**src/rtl/apb_fsm_controller.sv**
```systemverilog
// APB3 sequencing stage of the AHB-to-APB bridge: turns one accepted AHB
// address phase at a time into APB SETUP/ACCESS phases and stalls the master.
module apb_fsm_controller #(
    parameter int ADDR_WIDTH = 32,
    parameter int DATA_WIDTH = 32,
    parameter int NUM_SEL    = 3
) (
    input  logic                  clk,
    input  logic                  rst_n,
    input  logic                  valid,
    input  logic [ADDR_WIDTH-1:0] haddr,
    input  logic                  hwrite,
    input  logic [DATA_WIDTH-1:0] hwdata,
    input  logic [NUM_SEL-1:0]    tempsel,
    input  logic [DATA_WIDTH-1:0] prdata,
    input  logic                  pready,
    output logic [NUM_SEL-1:0]    pselx,
    output logic [ADDR_WIDTH-1:0] paddr,
    output logic [DATA_WIDTH-1:0] pwdata,
    output logic                  pwrite,
    output logic                  penable,
    output logic                  hreadyout,
    output logic [DATA_WIDTH-1:0] hrdata
);

    typedef enum logic [2:0] {
        IDLE    = 3'd0,
        WWAIT   = 3'd1,
        WRITE   = 3'd2,
        WENABLE = 3'd3,
        READ    = 3'd4,
        RENABLE = 3'd5
    } state_t;

    state_t                state;
    state_t                state_nxt;
    logic [ADDR_WIDTH-1:0] addr_q;
    logic [ADDR_WIDTH-1:0] addr_nxt;
    logic [NUM_SEL-1:0]    sel_q;
    logic [NUM_SEL-1:0]    sel_nxt;
    logic [ADDR_WIDTH-1:0] paddr_nxt;
    logic [NUM_SEL-1:0]    pselx_nxt;
    logic [DATA_WIDTH-1:0] pwdata_nxt;
    logic                  pwrite_nxt;
    logic                  penable_nxt;
    logic                  accept;

    always_ff @(posedge clk or negedge rst_n) begin
        if (!rst_n) begin
            state   <= IDLE;
            addr_q  <= '0;
            sel_q   <= '0;
            paddr   <= '0;
            pselx   <= '0;
            pwdata  <= '0;
            pwrite  <= 1'b0;
            penable <= 1'b0;
        end else begin
            state   <= state_nxt;
            addr_q  <= addr_nxt;
            sel_q   <= sel_nxt;
            paddr   <= paddr_nxt;
            pselx   <= pselx_nxt;
            pwdata  <= pwdata_nxt;
            pwrite  <= pwrite_nxt;
            penable <= penable_nxt;
        end
    end

    always_comb begin
        state_nxt   = state;
        addr_nxt    = addr_q;
        sel_nxt     = sel_q;
        paddr_nxt   = paddr;
        pselx_nxt   = pselx;
        pwdata_nxt  = pwdata;
        pwrite_nxt  = pwrite;
        penable_nxt = penable;
        hreadyout   = 1'b1;
        hrdata      = '0;
        accept      = 1'b0;

        unique case (state)
            IDLE: accept = 1'b1;
            WWAIT: begin
                hreadyout = 1'b0;
                state_nxt = WRITE;
            end
            WRITE: begin
                hreadyout = 1'b0;
                state_nxt = WENABLE;
            end
            WENABLE: begin
                hreadyout = pready;
                accept    = pready;
            end
            READ: begin
                hreadyout = 1'b0;
                state_nxt = RENABLE;
            end
            RENABLE: begin
                hreadyout = pready;
                hrdata    = prdata;
                accept    = pready;
            end
            default: state_nxt = IDLE;
        endcase

        if (accept) begin
            if (valid) begin
                addr_nxt  = haddr;
                sel_nxt   = tempsel;
                state_nxt = hwrite ? WWAIT : READ;
            end else begin
                state_nxt = IDLE;
            end
        end

        // APB outputs are set by the state being entered; ENABLE states that
        // stall re-enter themselves and so keep every strobe unchanged.
        case (state_nxt)
            IDLE, WWAIT: begin
                pselx_nxt   = '0;
                penable_nxt = 1'b0;
            end
            READ: begin
                paddr_nxt   = haddr;
                pselx_nxt   = tempsel;
                pwrite_nxt  = 1'b0;
                penable_nxt = 1'b0;
            end
            WRITE: begin
                paddr_nxt   = addr_q;
                pselx_nxt   = sel_q;
                pwrite_nxt  = 1'b1;
                pwdata_nxt  = hwdata;
                penable_nxt = 1'b0;
            end
            WENABLE, RENABLE: penable_nxt = 1'b1;
            default: ;
        endcase
    end

endmodule

```
**config.mk**
```make
export PLATFORM = sky130hd
export DESIGN_NAME = apb_fsm_controller
export DESIGN_NICKNAME = d
export VERILOG_FILES = /design/src/rtl/apb_fsm_controller.sv
export SDC_FILE = /design/constraint.sdc
export NUM_CORES = 1
export LEC_CHECK = 0
export CAP_MARGIN = 40
export CORE_AREA = 2 2 109 111
export CTS_CLUSTER_SIZE = 16
export DETAILED_ROUTE_END_ITERATION = 8
export DIE_AREA = 0 0 111 113
export PLACE_DENSITY = 0.87
export RECOVER_POWER = 25
export SYNTH_ARGS = -nofsm -noshare
export SYNTH_HDL_FRONTEND = slang
export SYNTH_SLANG_ARGS = --single-unit
```
**constraint.sdc**
```tcl
create_clock -name clk -period 2.42 [get_ports clk]
set_input_delay 0.484 -clock clk [delete_from_list [all_inputs] [get_ports clk]]
set_output_delay 0.484 -clock clk [all_outputs]
set_load 0.02 [all_outputs]
```
==> results.md, run 1 <==
* Status: complete, no violations
* Share of cells above drive strength 1 at 31.1%
* Period Utilization, post-route at 95.2%
* Synthesis Warnings at 0
* CP max FO at 19
* Post-CTS setup buffers at 0
* Overall Power at 0.00961 W
* Min Tclk post-route at 2300 ps
* Top area cells in the synthesized netlist: dfrtp_1 (56%), mux2_2 (24%), mux2_4 (9.0%)
* Gr usage total at 19.1%
* Post-synth top cells: dfrtp_1 (107), mux2_2 (102), and2_1 (33)
* CTS Buf Count at 9
* Clk sinks at 107
* Wire length per cell at 17.1 um
* Vias in the first global route at 3704
* # rows at 39
* Synthesized instance count at 323
* Post-synthesis area per instance at 14.9 um2
* Measured slew at the worst slew-check pin at 1140 ps
* CTS tree: yes
* Clock slew at reported path FFs at 70 ps
* Routed vias/inst at 4.92
* Global-route wire length before repair at 19.1 mm
* Top-count cell post-synth: dfrtp_1
* Clock root cell: clkbuf_16
* Fill count at 865
* Final Core Density at 65.2%
* CP Data Required Time at 1940 ps
* Yosys cell types at 29
* Worst slew margin at 23.9%
* Final Skew at 7.92 ps
* Antenna viol nets, final at 0
* DP HPWL at 8.73 mm
* Setup_tns at 0 ps
* Clock buffer depth at 2
* Total length of routed wires at 11.7 mm
* Diode count at 0
* Initial Util at 42.8%
* RSZ-0062 raised after global routing: no
* Leak pwr at 3.30 nW
* # IOs at 206
* Pin count of the biggest net entering global routing at 47
* 1st-pass router iterations at 4
* Vias post-DR at 3360
* FMAX at 434 MHz
* Final number of max-transition violations at 0
* Layout net count at 639
* CP max-delay cell: dfrtp_1
* # DRC at 0
* Iteration-0 DRC Markers at 77
* # port buffers at 205
* CTS Hold Buffers Added at 0
* Max cap viols at 0
* Ys async rst share at 100%
* Die Area at 12500 um2
* Synth top area share at 55.5%
* Area leader, netlist: dfrtp_1
* Total number of H-tree levels at 3
* Clk_lat worst skew at 340 ps
* Total core area at 11300 um2
* Post-synthesis sequential area ratio at 55.5%
* Worst Setup End Kind: primary output
* Crit path DAT at 1820 ps
* Final setup violation count at 0
* Grt ovf at 0
* Mapped cell area at 4820 um2
* Flip-flop and latch area at 2680 um2
* Crit path kind: reg -> out
* CP startpoint kind: flop
* Hold crit path type: in -> async
* P per Cell Area at 1310 nW/um2
* EDFF count, synth at 0
* Syn nets at 427
* Area Overhead vs Synth at 52.3%
* CP cell instances: nand2b_1 > nor2_1 > buf_4 > and2_1 > dlygate4sd2_1
* Final hold vios at 0
* Post-synth top flop: dfrtp_1
* CP max stage delay at 380 ps
* Post-synthesis register bit count at 107
* Initial antenna violation count at 0
* Gpl congestion at 0.835
* Maximum vdd ir drop at 0.000663 V
* Die Ht at 113 um
* Die X at 111 um
* Area of the multi-input gates at 2020 um2
==> routing by layer <==
| metal | global-route usage, % | routed length, um | vias up |
|---|---|---|---|
| li1 | - | - | 1551 |
| met1 | 21.5 | 4510 | 1662 |
| met2 | 35.2 | 6190 | 130 |
| met3 | 4.55 | 719 | 17 |
| met4 | 7.58 | 259 | 0 |
| met5 | 0 | 0 | - |
==> cell type report <==
cell class	instances	share of cell area, %
multi-input cells	195	27.5
clock inverters	5	0.511
clock buffers	11	3.30
inverters	2	0.102
repair buffers	220	29.7
flip-flops and latches	107	36.5
well taps	143	2.44
==> per-stage QoR <==
step | cells | setup WS [ps] | area, um2 | hold WS, ps
floorplan | 323 | 628 | 4820 | 188
global placement | 667 | 43.9 | 7120 | 482
detailed placement | 667 | 35.1 | 7120 | 487
CTS | 683 | 106 | 7360 | 162
global route | 683 | 17.4 | 7340 | 457
finish | 683 | 116 | 7340 | 348
==> logic make-up after synthesis <==
family / Yosys count / share of synthesized area (%)
mux: 131 / 32.8
fa+ha+maj: 1 / 0.233
simple gates: 50 / 6.38
buf+inv: 21 / 2.85
xor+xnor: 1 / 0.182
flops: 107 / 55.5
compound gates: 12 / 2.00
==> sequential cells by signal (all words and copies together) (netlist names) <==
register	flops
state	3
addr_q	32
pwrite	1
pwdata	32
sel_q	3
penable	1
pselx	3
paddr	32
==> power by group <==
| group | internal (W) | switching (W) | total, W | leakage, nW |
|---|---|---|---|---|
| clock | 0.000731 | 0.000652 | 0.00138 | 0.132 |
| combinational | 0.00290 | 0.00213 | 0.00503 | 1.90 |
| sequential | 0.00272 | 0.000476 | 0.00320 | 1.26 |
| total | 0.00635 | 0.00326 | 0.00961 | 3.30 |
==> worst paths after layout <==
kind	startpoint	end	slack [ps]	cells after the start
worst max register to register	state[0]$_DFF_PN0_	paddr[31]$_DFFE_PN0P_	460	6
max in group asynchronous	rst_n	addr_q[15]$_DFFE_PN0P_	610	2
worst min-delay path	rst_n	pwdata[30]$_DFFE_PN0P_	350	1
worst min register to register	addr_q[31]$_DFFE_PN0P_	addr_q[31]$_DFFE_PN0P_	510	1
worst max-delay path	state[1]$_DFF_PN0_	hrdata[7]	120	5
min in group clk	addr_q[31]$_DFFE_PN0P_	addr_q[31]$_DFFE_PN0P_	510	1
==> repair_timing <==
| item | 4_1_cts | 5_1_grt |
|---|---|---|
| setup endpoints to repair | 33 | 0 |
| endpoints found under the hold margin | 0 | 0 |
| gates resized for setup | 33 | 0 |
==> layout by cell type, fill, tap and decap left out, types with 2 or more instances in the layout <==
cell type	instances
nor2_1	6
clkdlybuf4s50_1	171
nand3_1	2
clkbuf_16	9
a21o_1	3
dfrtp_1	107
nand2_1	2
inv_1	2
buf_12	5
a22o_1	3
mux2_2	102
clkinvlp_4	2
and2_1	33
clkbuf_2	2
mux2_4	29
buf_4	9
dlygate4sd2_1	33
==> worst max-delay path, delay by kind of cell, from the launching register on <==
family        cells  cell delay, ps
simple gates      3             550
buf+inv           2             560
flops             1             380
No activity file was read; power rests on OpenSTA's default activity.
==> run 2, diff against run 1 <==
- CORE_AREA: 2 2 109 111 -> 2 2 67 132
- DIE_AREA: 0 0 111 113 -> 0 0 69 134
- DONT_BUFFER_PORTS: unset -> 1
- PLACE_DENSITY: 0.87 -> 0.81
- TNS_END_PERCENT: unset -> 1
==> run 2 against run 1 <==
  * The run now ends with hold timing left
  * Worst hold slack got worse by 520 ps
  * Routed wire length fell by 20%
  * Global-route usage rose by 1.2 points
  * Sequential cell count did not move
  * Clock skew rose by 2.4 ps
  * Clock-buffer cell count fell by 2
  * Die area fell by 26%
==> results.md, run 2 (same netlist as run 1, synthesis figures left out) <==
* Pin count of the biggest net entering global routing at 108
* Crit path DAT at 1760 ps
* Wire length per cell at 22.1 um
* Crit path kind: reg -> out
* CTS resizes at 0
* Worst Setup SP: state[1]$_DFF_PN0_
* Hold crit path type: in -> async
* Total core area at 8230 um2
* Final hold slack at -174 ps
* Top flop regs: addr_q x32, paddr x32, pwdata x32
* Total number of H-tree levels at 3
* Clock root cell: clkbuf_16
* # DRC at 0
* Gpl congestion at 0.909
* Status: finished with violations
* # IOs at 206
* Total length of routed wires at 9.38 mm
* Vias in the first global route at 2764
* # port buffers at 0
* Layout net count at 424
* Clock buffer depth at 2
* CP max FO at 32
* Final hold vios at 107
* Clk sinks at 107
* Final setup violation count at 0
* Die X at 69 um
* Area Overhead vs Synth at 8.40%
* Clk_lat worst skew at 350 ps
* Measured slew at the worst slew-check pin at 657 ps
* Post-CTS setup buffers at 0
* Worst R2R Setup Slack at 380 ps
* CP cell instances: nand2b_1 > nor2_1 > buf_4 > and2_1
* Final Skew at 10.3 ps
* Worst flop-to-flop path startpoint: state[1]$_DFF_PN0_
* R2R Path End: addr_q[9]$_DFFE_PN0P_
* Initial antenna violation count at 4
* Max cap viols at 0
* Gr usage total at 20.3%
* Setup_tns at 0 ps
* Commonest non-fill, non-tap cell in the layout: dfrtp_1
* FMAX at 446 MHz
* Routed vias/inst at 5.96
* CP Data Required Time at 1940 ps
* CTS tree: yes
* Post-Place Cells at 407
* FF-to-FF path depth at 4
* Period Utilization, post-route at 92.7%
* Buf+Inv Stages, Crit Path at 1
* # rows at 47
* Iteration-0 DRC Markers at 59
* Worst Setup End Kind: primary output
* CTS Buf Count at 9
* Leak pwr at 2.32 nW
* Grt ovf at 0
* Area of the multi-input gates at 2020 um2
* Failing checks: hold timing
* Antenna viol nets, final at 0
* CP max-delay cell: dfrtp_1
* Flip-flop and latch area at 2680 um2
* Vias post-DR at 2531
* Post-Layout Cell Count at 425
* Final Core Density at 63.5%
* Die Area at 9250 um2
* 1st-pass router iterations at 4
* Clock slew at reported path FFs at 70 ps
* Initial Util at 58.6%
* Global-route wire length before repair at 14.4 mm
* RSZ-0062 raised after global routing: no
* Maximum vdd ir drop at 0.000708 V
* P per Cell Area at 1590 nW/um2
* DP HPWL at 6.92 mm
* Share of cells above drive strength 1 at 48.6%
* CP max stage delay at 510 ps
* Final number of max-transition violations at 0
* Die Ht at 134 um
* Worst slew margin at 56.2%
* Most frequent cells in the layout: dfrtp_1 (107), mux2_2 (102), and2_1 (33), mux2_4 (29), clkbuf_16 (9)
* CP top delay family: simple AND/OR/NAND/NOR gates
* CP startpoint kind: flop
* Min Tclk post-route at 2240 ps
* Fill count at 622
## run 2: final cells by class
class | count | area share [%]
clock inverters | 7 | 2.03
diodes | 2 | 0.0957
multi-input cells | 195 | 38.7
well taps | 98 | 2.35
flip-flops and latches | 107 | 51.2
inverters | 2 | 0.144
repair buffers | 5 | 1.20
clock buffers | 9 | 4.31
## run 2: report_power, final
group | internal, W | leakage [nW] | total [W] | switching, W
registers | 0.00272 | 1.26 | 0.00408 | 0.00136
logic | 0.00166 | 0.899 | 0.00264 | 0.000975
clock network | 0.000925 | 0.163 | 0.00159 | 0.000669
## run 2: metal layers
layer	track usage (%)	routed length, um	up-vias
li1	-	-	1122
met1	23.1	3470	1268
met2	33.2	4910	113
met3	7.59	668	24
met4	10.5	299	4
met5	0	28	-
## run 2: metrics by stage
| stage | setup WS [ps] | cell area (um2) | power, W | hold slack, ps |
|---|---|---|---|---|
| 3_5_place_dp | 387 | 4890 | 0.00680 | 190 |
| 6_report | 177 | 5230 | 0.00831 | -174 |
| 5_1_grt | 43.7 | 5230 | 0.00873 | -192 |
| 2_1_floorplan | 628 | 4820 | 0.00626 | 188 |
| 4_1_cts | 177 | 5220 | 0.00841 | -189 |
| 3_3_place_gp | 478 | 4890 | 0.00662 | 190 |
## run 2: worst register-to-register path: stages, from the launching register on
cell and delay [ps]:
dfrtp_1 510, or3_4 450, o211ai_2 110, nand2_4 400
mux2_4 460
## run 2: worst max path at each step
stage	endpoint	depth (start not counted)
2_1_floorplan	hrdata[0]	5
3_3_place_gp	addr_q[12]$_DFFE_PN0P_	4
3_5_place_dp	addr_q[9]$_DFFE_PN0P_	4
4_1_cts	hrdata[18]	4
5_1_grt	hrdata[13]	4
6_report	hrdata[18]	4
